`src/rtl/i2c_codec_target.sv`:
```
// i2c_codec_target
//   I2C target modelling the write side of the WM8731 control port.
//   Decodes 3-byte register writes (addr byte, {reg[6:0], d[8]}, d[7:0])
//   and presents each completed write as a one-cycle strobe. SCL and SDA
//   are oversampled on i_clk, which must run at least 8x the SCL rate.
//
// Ports
//   i_clk, i_rst_n      system clock, async active-low reset
//   i_scl, i_sda        bus inputs (asynchronous to i_clk)
//   o_sda_oe            1 = pull SDA low (ACK)
//   o_reg_addr/_data    register address/data of the last completed write
//   o_reg_valid         one-cycle strobe, addr/data valid in the same cycle
//   o_busy              1 from START to STOP
//   o_err               one-cycle strobe on protocol error
//   i_rd_addr/o_rd_data shadow register read port
//
// Build option
//   I2C_CODEC_TARGET_SHADOW_EN: builds a 16x9 shadow register file fed by
//   the write strobe; without it o_rd_data is tied to 0.

module i2c_codec_target #(
    parameter logic [6:0] DEV_ADDR    = 7'h1A,
    parameter int         SYNC_STAGES = 2
) (
    input  logic       i_clk,
    input  logic       i_rst_n,
    input  logic       i_scl,
    input  logic       i_sda,
    output logic       o_sda_oe,
    output logic [6:0] o_reg_addr,
    output logic [8:0] o_reg_data,
    output logic       o_reg_valid,
    output logic       o_busy,
    output logic       o_err,
    input  logic [3:0] i_rd_addr,
    output logic [8:0] o_rd_data
);

    typedef enum logic [2:0] {
        IDLE, ADDR, ACK_ADDR, HI, ACK_HI, LO, ACK_LO, IGNORE
    } state_e;

    // Synchronizers and edge detection; idle bus is high.
    logic [SYNC_STAGES-1:0] scl_sync_q, sda_sync_q;
    logic                   scl_prev_q, sda_prev_q;
    logic                   scl_s, sda_s;
    logic                   scl_rise, scl_fall, scl_edge, start, stop;

    always_ff @(posedge i_clk or negedge i_rst_n) begin
        if (!i_rst_n) begin
            scl_sync_q <= '1;
            sda_sync_q <= '1;
            scl_prev_q <= 1'b1;
            sda_prev_q <= 1'b1;
        end else begin
            scl_sync_q <= {scl_sync_q[SYNC_STAGES-2:0], i_scl};
            sda_sync_q <= {sda_sync_q[SYNC_STAGES-2:0], i_sda};
            scl_prev_q <= scl_s;
            sda_prev_q <= sda_s;
        end
    end

    assign scl_s    = scl_sync_q[SYNC_STAGES-1];
    assign sda_s    = sda_sync_q[SYNC_STAGES-1];
    assign scl_rise = scl_s & ~scl_prev_q;
    assign scl_fall = ~scl_s & scl_prev_q;
    assign scl_edge = scl_rise | scl_fall;
    // An SDA edge coinciding with an SCL edge is treated as data, not as
    // a bus condition.
    assign start    = ~sda_s & sda_prev_q & scl_s & ~scl_edge;
    assign stop     = sda_s & ~sda_prev_q & scl_s & ~scl_edge;

    // Frame FSM
    state_e      state_q, state_d;
    logic [2:0]  bit_cnt_q, bit_cnt_d;
    logic [7:0]  shift_q, shift_d;
    logic [7:0]  hi_q, hi_d;
    logic        byte_done_q, byte_done_d;   // 8 bits in, waiting for SCL fall
    logic        extra_q, extra_d;           // frame complete, further bytes are errors
    logic        err_done_q, err_done_d;     // extra-byte error already reported
    logic        sda_oe_q, sda_oe_d;
    logic [6:0]  reg_addr_q, reg_addr_d;
    logic [8:0]  reg_data_q, reg_data_d;
    logic        reg_valid_q, reg_valid_d;
    logic        busy_q, busy_d;
    logic        err_q, err_d;

    always_ff @(posedge i_clk or negedge i_rst_n) begin
        if (!i_rst_n) begin
            state_q     <= IDLE;
            bit_cnt_q   <= '0;
            shift_q     <= '0;
            hi_q        <= '0;
            byte_done_q <= 1'b0;
            extra_q     <= 1'b0;
            err_done_q  <= 1'b0;
            sda_oe_q    <= 1'b0;
            reg_addr_q  <= '0;
            reg_data_q  <= '0;
            reg_valid_q <= 1'b0;
            busy_q      <= 1'b0;
            err_q       <= 1'b0;
        end else begin
            state_q     <= state_d;
            bit_cnt_q   <= bit_cnt_d;
            shift_q     <= shift_d;
            hi_q        <= hi_d;
            byte_done_q <= byte_done_d;
            extra_q     <= extra_d;
            err_done_q  <= err_done_d;
            sda_oe_q    <= sda_oe_d;
            reg_addr_q  <= reg_addr_d;
            reg_data_q  <= reg_data_d;
            reg_valid_q <= reg_valid_d;
            busy_q      <= busy_d;
            err_q       <= err_d;
        end
    end

    always_comb begin
        state_d     = state_q;
        bit_cnt_d   = bit_cnt_q;
        shift_d     = shift_q;
        hi_d        = hi_q;
        byte_done_d = byte_done_q;
        extra_d     = extra_q;
        err_done_d  = err_done_q;
        sda_oe_d    = sda_oe_q;
        reg_addr_d  = reg_addr_q;
        reg_data_d  = reg_data_q;
        reg_valid_d = 1'b0;
        busy_d      = busy_q;
        err_d       = 1'b0;

        if (start) begin
            state_d     = ADDR;
            bit_cnt_d   = '0;
            byte_done_d = 1'b0;
            extra_d     = 1'b0;
            err_done_d  = 1'b0;
            sda_oe_d    = 1'b0;
            busy_d      = 1'b1;
        end else if (stop) begin
            state_d     = IDLE;
            byte_done_d = 1'b0;
            sda_oe_d    = 1'b0;
            busy_d      = 1'b0;
            // Address was acked but the write never completed.
            if (state_q inside {HI, ACK_HI, LO}) err_d = 1'b1;
        end else begin
            if (scl_rise && (state_q inside {ADDR, HI, LO, IGNORE})) begin
                shift_d   = {shift_q[6:0], sda_s};
                bit_cnt_d = bit_cnt_q + 3'd1;
                if (bit_cnt_q == 3'd7) begin
                    byte_done_d = (state_q != IGNORE);
                    if (state_q == IGNORE && extra_q && !err_done_q) begin
                        err_d      = 1'b1;
                        err_done_d = 1'b1;
                    end
                end
            end
            // Byte-complete and ACK transitions happen on SCL low so the
            // ACK level is set up before the 9th clock rises.
            if (scl_fall) begin
                unique case (state_q)
                    ADDR: if (byte_done_q) begin
                        byte_done_d = 1'b0;
                        if (shift_q == {DEV_ADDR, 1'b0}) begin
                            state_d  = ACK_ADDR;
                            sda_oe_d = 1'b1;
                        end else begin
                            state_d  = IGNORE;
                        end
                    end
                    HI: if (byte_done_q) begin
                        byte_done_d = 1'b0;
                        hi_d        = shift_q;
                        state_d     = ACK_HI;
                        sda_oe_d    = 1'b1;
                    end
                    LO: if (byte_done_q) begin
                        byte_done_d = 1'b0;
                        reg_addr_d  = hi_q[7:1];
                        reg_data_d  = {hi_q[0], shift_q};
                        reg_valid_d = 1'b1;
                        state_d     = ACK_LO;
                        sda_oe_d    = 1'b1;
                    end
                    ACK_ADDR: begin sda_oe_d = 1'b0; state_d = HI; end
                    ACK_HI:   begin sda_oe_d = 1'b0; state_d = LO; end
                    ACK_LO:   begin sda_oe_d = 1'b0; state_d = IGNORE; extra_d = 1'b1; end
                    default: ;
                endcase
            end
        end
    end

    assign o_sda_oe    = sda_oe_q;
    assign o_reg_addr  = reg_addr_q;
    assign o_reg_data  = reg_data_q;
    assign o_reg_valid = reg_valid_q;
    assign o_busy      = busy_q;
    assign o_err       = err_q;

`ifdef I2C_CODEC_TARGET_SHADOW_EN
    // Shadow copy of the codec registers; a write to R15 (codec reset)
    // clears the whole file rather than storing data.
    logic [8:0] shadow_q [16];

    always_ff @(posedge i_clk or negedge i_rst_n) begin
        if (!i_rst_n) begin
            for (int i = 0; i < 16; i++) shadow_q[i] <= '0;
        end else if (reg_valid_q) begin
            if (reg_addr_q == 7'h0F) begin
                for (int i = 0; i < 16; i++) shadow_q[i] <= '0;
            end else if (reg_addr_q[6:4] == 3'b000) begin
                shadow_q[reg_addr_q[3:0]] <= reg_data_q;
            end
        end
    end

    assign o_rd_data = shadow_q[i_rd_addr];
`else
    logic unused_rd_addr;
    assign unused_rd_addr = ^i_rd_addr;
    assign o_rd_data      = '0;
`endif

endmodule
```
`config.mk`:
```
export PLATFORM = sky130hd
export DESIGN_NAME = i2c_codec_target
export DESIGN_NICKNAME = d
export VERILOG_FILES = /design/src/rtl/i2c_codec_target.sv
export SDC_FILE = /design/constraint.sdc
export NUM_CORES = 1
export LEC_CHECK = 0
export ABC_CLOCK_PERIOD_IN_PS = 3000
export CORE_UTILIZATION = 25
export DETAILED_ROUTE_END_ITERATION = 8
export SLEW_MARGIN = 20
export SYNTH_ARGS = -nofsm -noshare
export SYNTH_HDL_FRONTEND = slang
export SYNTH_SLANG_ARGS = --single-unit
export TNS_END_PERCENT = 50
```
`constraint.sdc`:
```
create_clock -name i_clk -period 3 [get_ports i_clk]
set_clock_uncertainty 0.2 [all_clocks]
set_input_delay 0.45 -clock i_clk [delete_from_list [all_inputs] [get_ports i_clk]]
set_output_delay 0.45 -clock i_clk [all_outputs]
set_load 0.01 [all_outputs]
```
After elaboration in Yosys (flattened, before gate mapping)
Index checks and enable logic that the tools add are counted.
{ "word_totals": {"ramBits": 0, "latchBits": 0, "memories": 0, "regBits": 51, "output_inout_bits": 29, "in_bits": 8, "rom_bits": 0, "wordCells": 123} }
{ "classes": {"reduce_logical": 26, "n_lt_le_gt_ge": 0, "n_mux": 47, "n_bitwise": 16, "addsub": 1, "eq_ne": 16, "div": 0, "multipliers": 0, "n_shift": 0} }
{ "op_table": {"columns": ["op", "n"], "rows": [
  ["$mux 1", 35],
  ["$mux 3", 10],
  ["$reduce_and 5->1", 4],
  ["$pmux 3 s6", 1],
  ["$eq 3x3->1 const B", 5],
  ["$ne 4x4->1 const B", 3],
  ["$reduce_bool 2->1", 6],
  ["$and 1x1->1", 8],
  ["$eq 8x6->1 const B", 1],
  ["$reduce_bool 8->1", 1],
  ["$not 1->1", 7],
  ["$eq 3x2->1 const B", 2],
  ["$reduce_and 3->1", 2],
  ["$reduce_bool 3->1", 2],
  ["$reduce_or 3->1", 2],
  ["$reduce_bool 5->1", 1],
  ["$ne 4x1->1 const B", 1],
  ["$ne 4x3->1 const B", 1],
  ["$reduce_and 4->1", 1],
  ["$reduce_bool 4->1", 1],
  ["$add 3x1->3 const B", 1],
  ["$eq 3x1->1 const B", 1],
  ["$logic_and 1x1->1", 3],
  ["$ne 3x3->1 const B", 1],
  ["other kinds (6)", 6]
]} }

Depth between registers and ports, before layout
{ "depth": {"depth_word": 9, "depth_mapped": 7, "depth_no_buf": 6} }

Worst setup path before layout
OpenSTA, ideal clock, no wires.
{ "synth_path": {"path_type": "register -> register", "startpoint": "register scl_sync_q[1]", "endpoint": "register reg_addr_q[0], in the netlist o_reg_addr[0]", "path_buffers": 1, "required_ns": 2.675, "arrival_ns": 1.869, "period_less_slack_ns": 2.194, "path_slack_ns": 0.806, "setup_ns": 0.125, "stages_incl_launch_ff": 7, "path_cell_list": "dfstp_2 inv_1 ha_1 nand4b_1 nand3_4 buf_6 mux2_4"} }
{ "synth_via": {"elab_chain_len": 7, "word_cells_on_any_way": 12, "classes_between": "11 x bitwise; 1 x reduce/logical"} }
{ "synth_lines": {"columns": ["element", "line", "source"], "rows": [
  ["start: declaration", "44", "logic [SYNC_STAGES-1:0] scl_sync_q, sda_sync_q;"],
  ["start signal: assignment", "56", "scl_sync_q <= {scl_sync_q[SYNC_STAGES-2:0], i_scl};"],
  ["$not 1->1", "66", "assign scl_fall = ~scl_s & scl_prev_q;"],
  ["$and 1x1->1", "66", null],
  ["$or 1x1->1", "67", "assign scl_edge = scl_rise | scl_fall;"],
  ["$not 1->1", "70, 71", null],
  ["$and 1x1->1, on equally long branches", "71, 70", null],
  ["$not 1->1 (no source line)", null, null],
  ["$reduce_and 5->1 (no source line) (*)", null, null],
  ["end signal: assignment", "112", "reg_addr_q <= reg_addr_d;"],
  ["end: declaration", "82", "logic [6:0] reg_addr_q, reg_addr_d;"]
]} }
Every way passes the cells marked *; elsewhere a longest branch is shown, timed or not.
A chain may end at the register's enable or synchronous reset.

Final worst setup path
{ "layout_path": {"startpoint": "register scl_sync_q[1]", "endpoint": "register reg_data_q[0], in the netlist o_reg_data[0]"} }
{ "layout_via": {"elab_chain_len": 7, "word_cells_on_any_way": 12, "classes_between": "11 x bitwise; 1 x reduce/logical"} }
{ "layout_lines": {"columns": ["element", "line", "source"], "rows": [
  ["$not 1->1", "66", null],
  ["$and 1x1->1", "66", null],
  ["$or 1x1->1", "67", null],
  ["$not 1->1", "70, 71", null],
  ["$and 1x1->1, on equally long branches", "71, 70", null],
  ["$not 1->1 (no source line)", null, null],
  ["$reduce_and 5->1 (no source line) (*)", null, null],
  ["end signal: assignment", "113", "reg_data_q <= reg_data_d;"],
  ["end: declaration", "83", "logic [8:0] reg_data_q, reg_data_d;"]
]} }
Marks and branches as above.

==> run_results.csv <==
group,metric,value,unit
run_status,status,"complete, no violations",
floorplan,fp.dieArea,9698,um2
floorplan,fp.dieH,98.48,um
route,dr.pass1.iters,6,
route,avgRoutedWirePerCell,12.82,um
route,ant_nets,0,
cts,cts-root-buf,"clkbuf_8",
cts,h-tree-depth,2,
global_route,grt_pass1_wl,6.520,mm
global_route,grt_overflow_total,0,
timing,rsz0062_at_grt,"no",
power,p_switching,578.9,uW
synthesis,synth_top_cell_area_share,48.39,%
synthesis,synthCells,168,
synthesis,synth-seq-area-share,55.16,%
cells_and_area,drive_above_1_share,32.65,%
timing,min_period,2416,ps
synthesis,synth.area.top_cells,"dfrtp_1 (48%), mux2_2 (11%), dfstp_2 (6.8%)",
cells_and_area,diodes,0,
timing,fin_tns_setup,0,ps
synthesis,synth_seq_cells,51,
placement,dp_hpwl,2.700,mm
cts,cts_resized,0,
route,route.detailed.drc,0,
synthesis,yosysTopAreaCell,"dfrtp_1",
synthesis,yosysMostFrequentCell,"dfrtp_1",
global_route,grt_pass1_vias,1270,
synthesis,ys_types,48,
cells_and_area,fin_cells,304,
cts,cts_buffers,5,
power,total_power,1.851,mW
route,wirelength,3.898,mm
cts,clkLatencyLatePin,310,ps
cells_and_area,fin_area,2758,um2
power,peakVddDrop,188.1,uV
timing,finalSetupViolCount,0,
power,leakage,1.278,nW
floorplan,coreArea,8848,um2
global_route,grt_max_degree,26,
power,p_comb_share,21.3,%
placement,io_buffers,23,
cts,cts_tree,"built",
power,p_int,1.273,mW
synthesis,synth_common_cells,"dfrtp_1 (45), mux2_2 (23), buf_4 (10), mux2_4 (10), nand2_1 (7)",
placement,place_inst,295,
cts,cts_setup_buffers,0,
cells_and_area,syn_to_final_growth,18.49,%
global_route,track_usage,8.752,%
timing,post-route-worst-setup-slack,584.4,ps
cts,clkSinkCount,51,
cts,clk_pin_slew,80,ps
power,clockPowerShare,25.8,%
timing,whs,159.2,ps
power,p_seq_share,52.9,%
power,power_density,671.4,nW/um2
cells_and_area,nets,208,
cts,postCtsHoldBufs,1,
worst_setup_path,cp.arrival,2410,ps
placement,placed_cell_area,2635,um2
synthesis,ys.flop_type,"dfrtp_1",
worst_hold_path,hp-class,"reg2reg",
route,vias_per_cell,4.368,
worst_setup_path,crit_type,"reg2reg",
synthesis,syn_area,2327,um2
timing,fmax,0.4140,GHz
global_route,antenna_found_initial,0,
worst_setup_path,critPathLaunchType,"flip-flop",
route,drtIter0Drc,73,
floorplan,die_w,98.48,um
power,p_sw_share,31.26,%
worst_setup_path,worstPathRequired,2990,ps
placement,place_ws,546.2,ps
cts,clockBufferDepth,2,
floorplan,start_util,26.30,%
synthesis,yosys_warnings,0,
run,drv_cap,0,
worst_setup_path,worstPathMaxFanout,16,
synthesis,syn_avg_cell_area,13.85,um2
timing,hold_viol_final,0,
timing,min_period_over_period,80.52,%
cells_and_area,fin_util,31.17,%
floorplan,rows,34,
synthesis,synth_edf_count,0,
timing,drv_slew,0,
route,route.vias.total,1328,
placement,place_congestion,0.7723,
worst_setup_path,end_kind,"flip-flop",
synthesis,synthArstFlopShare,100.0,%
floorplan,io_pins,37,
==> final cells by class <==
| type | instances | area [um2] |
|---|---|---|
| clock inverters | 3 | 43.79 |
| multi-input cells | 104 | 945.9 |
| flip-flops and latches | 51 | 1284 |
| clock buffers | 5 | 68.82 |
| fillers | 875 | 6091 |
| well taps | 108 | 135.1 |
| repair buffers | 27 | 257.7 |
| inverters | 6 | 22.52 |
==> routing by layer <==
layer  vias to the layer above  routed length (um)  global-route usage, %
li1                        632                   -                      -
met3                         5                 173                  2.908
met4                         0                  68                  3.789
met5                         -                   0                      0
met1                       657                2064                  12.15
met2                        34                1593                  12.41
==> kinds of logic after synthesis <==
family	Yosys count	share of synthesized area, %
xor+xnor	2	0.7528
mux	33	17.58
compound gates	22	7.903
fa+ha+maj	5	2.688
simple gates	33	10.27
flops	51	55.16
other cells	1	0.1611
buf+inv	21	5.483
==> final timing paths <==
path | startpoint | cells after the start | end | slack (ps)
max | scl_sync_q[1] | 5 | o_reg_data[0] | 580
min | sda_sync_q[0] | 0 | sda_sync_q[1] | 160
max reg2reg | scl_sync_q[1] | 5 | o_reg_data[0] | 580
min reg2reg | sda_sync_q[0] | 0 | sda_sync_q[1] | 160
max in group asynchronous | i_rst_n | 3 | sda_sync_q[0] | 1560
min in group asynchronous | i_rst_n | 2 | byte_done_q | 370
==> critical path, cell delays in order (launching register included) <==
cell      delay, ps
dfstp_2         580
inv_1            70
ha_1            310
nand4b_1        350
nand3_4         420
mux2_2          380
==> cells in the final DEF (no fill, tap or decap), drive strengths merged, types with 3 or more instances in the layout <==
cell | netlist | final
inv | 6 | 6
nand2 | 8 | 8
dfrtp | 45 | 45
clkbuf | 1 | 5
buf | 14 | 4
mux2 | 33 | 33
nor3 | 4 | 4
and2 | 3 | 3
dfstp | 6 | 6
conb | 1 | 9
clkdlybuf4s50 | 0 | 22
nor2 | 3 | 3
ha | 5 | 5
nand3 | 3 | 3
nor3b | 3 | 3
==> state kept, by name, indices dropped and copies added (netlist names), 2 cells and up <==
name	cells
o_reg_data	9
hi_q	8
shift_q	8
o_reg_addr	7
bit_cnt_q	3
state_q	3
scl_sync_q	2
sda_sync_q	2
==> power by group through the flow <==
stage               clock (mW)  sequential (mW)  combinational (mW)
detailed placement           0            0.994               0.392
global route             0.526             1.01               0.434
floorplan                    0            0.919               0.355
CTS                      0.496            0.981               0.395
global placement             0            0.991               0.383
finish                   0.477            0.980               0.395
Note: power is estimated with default switching activity, not from simulation.
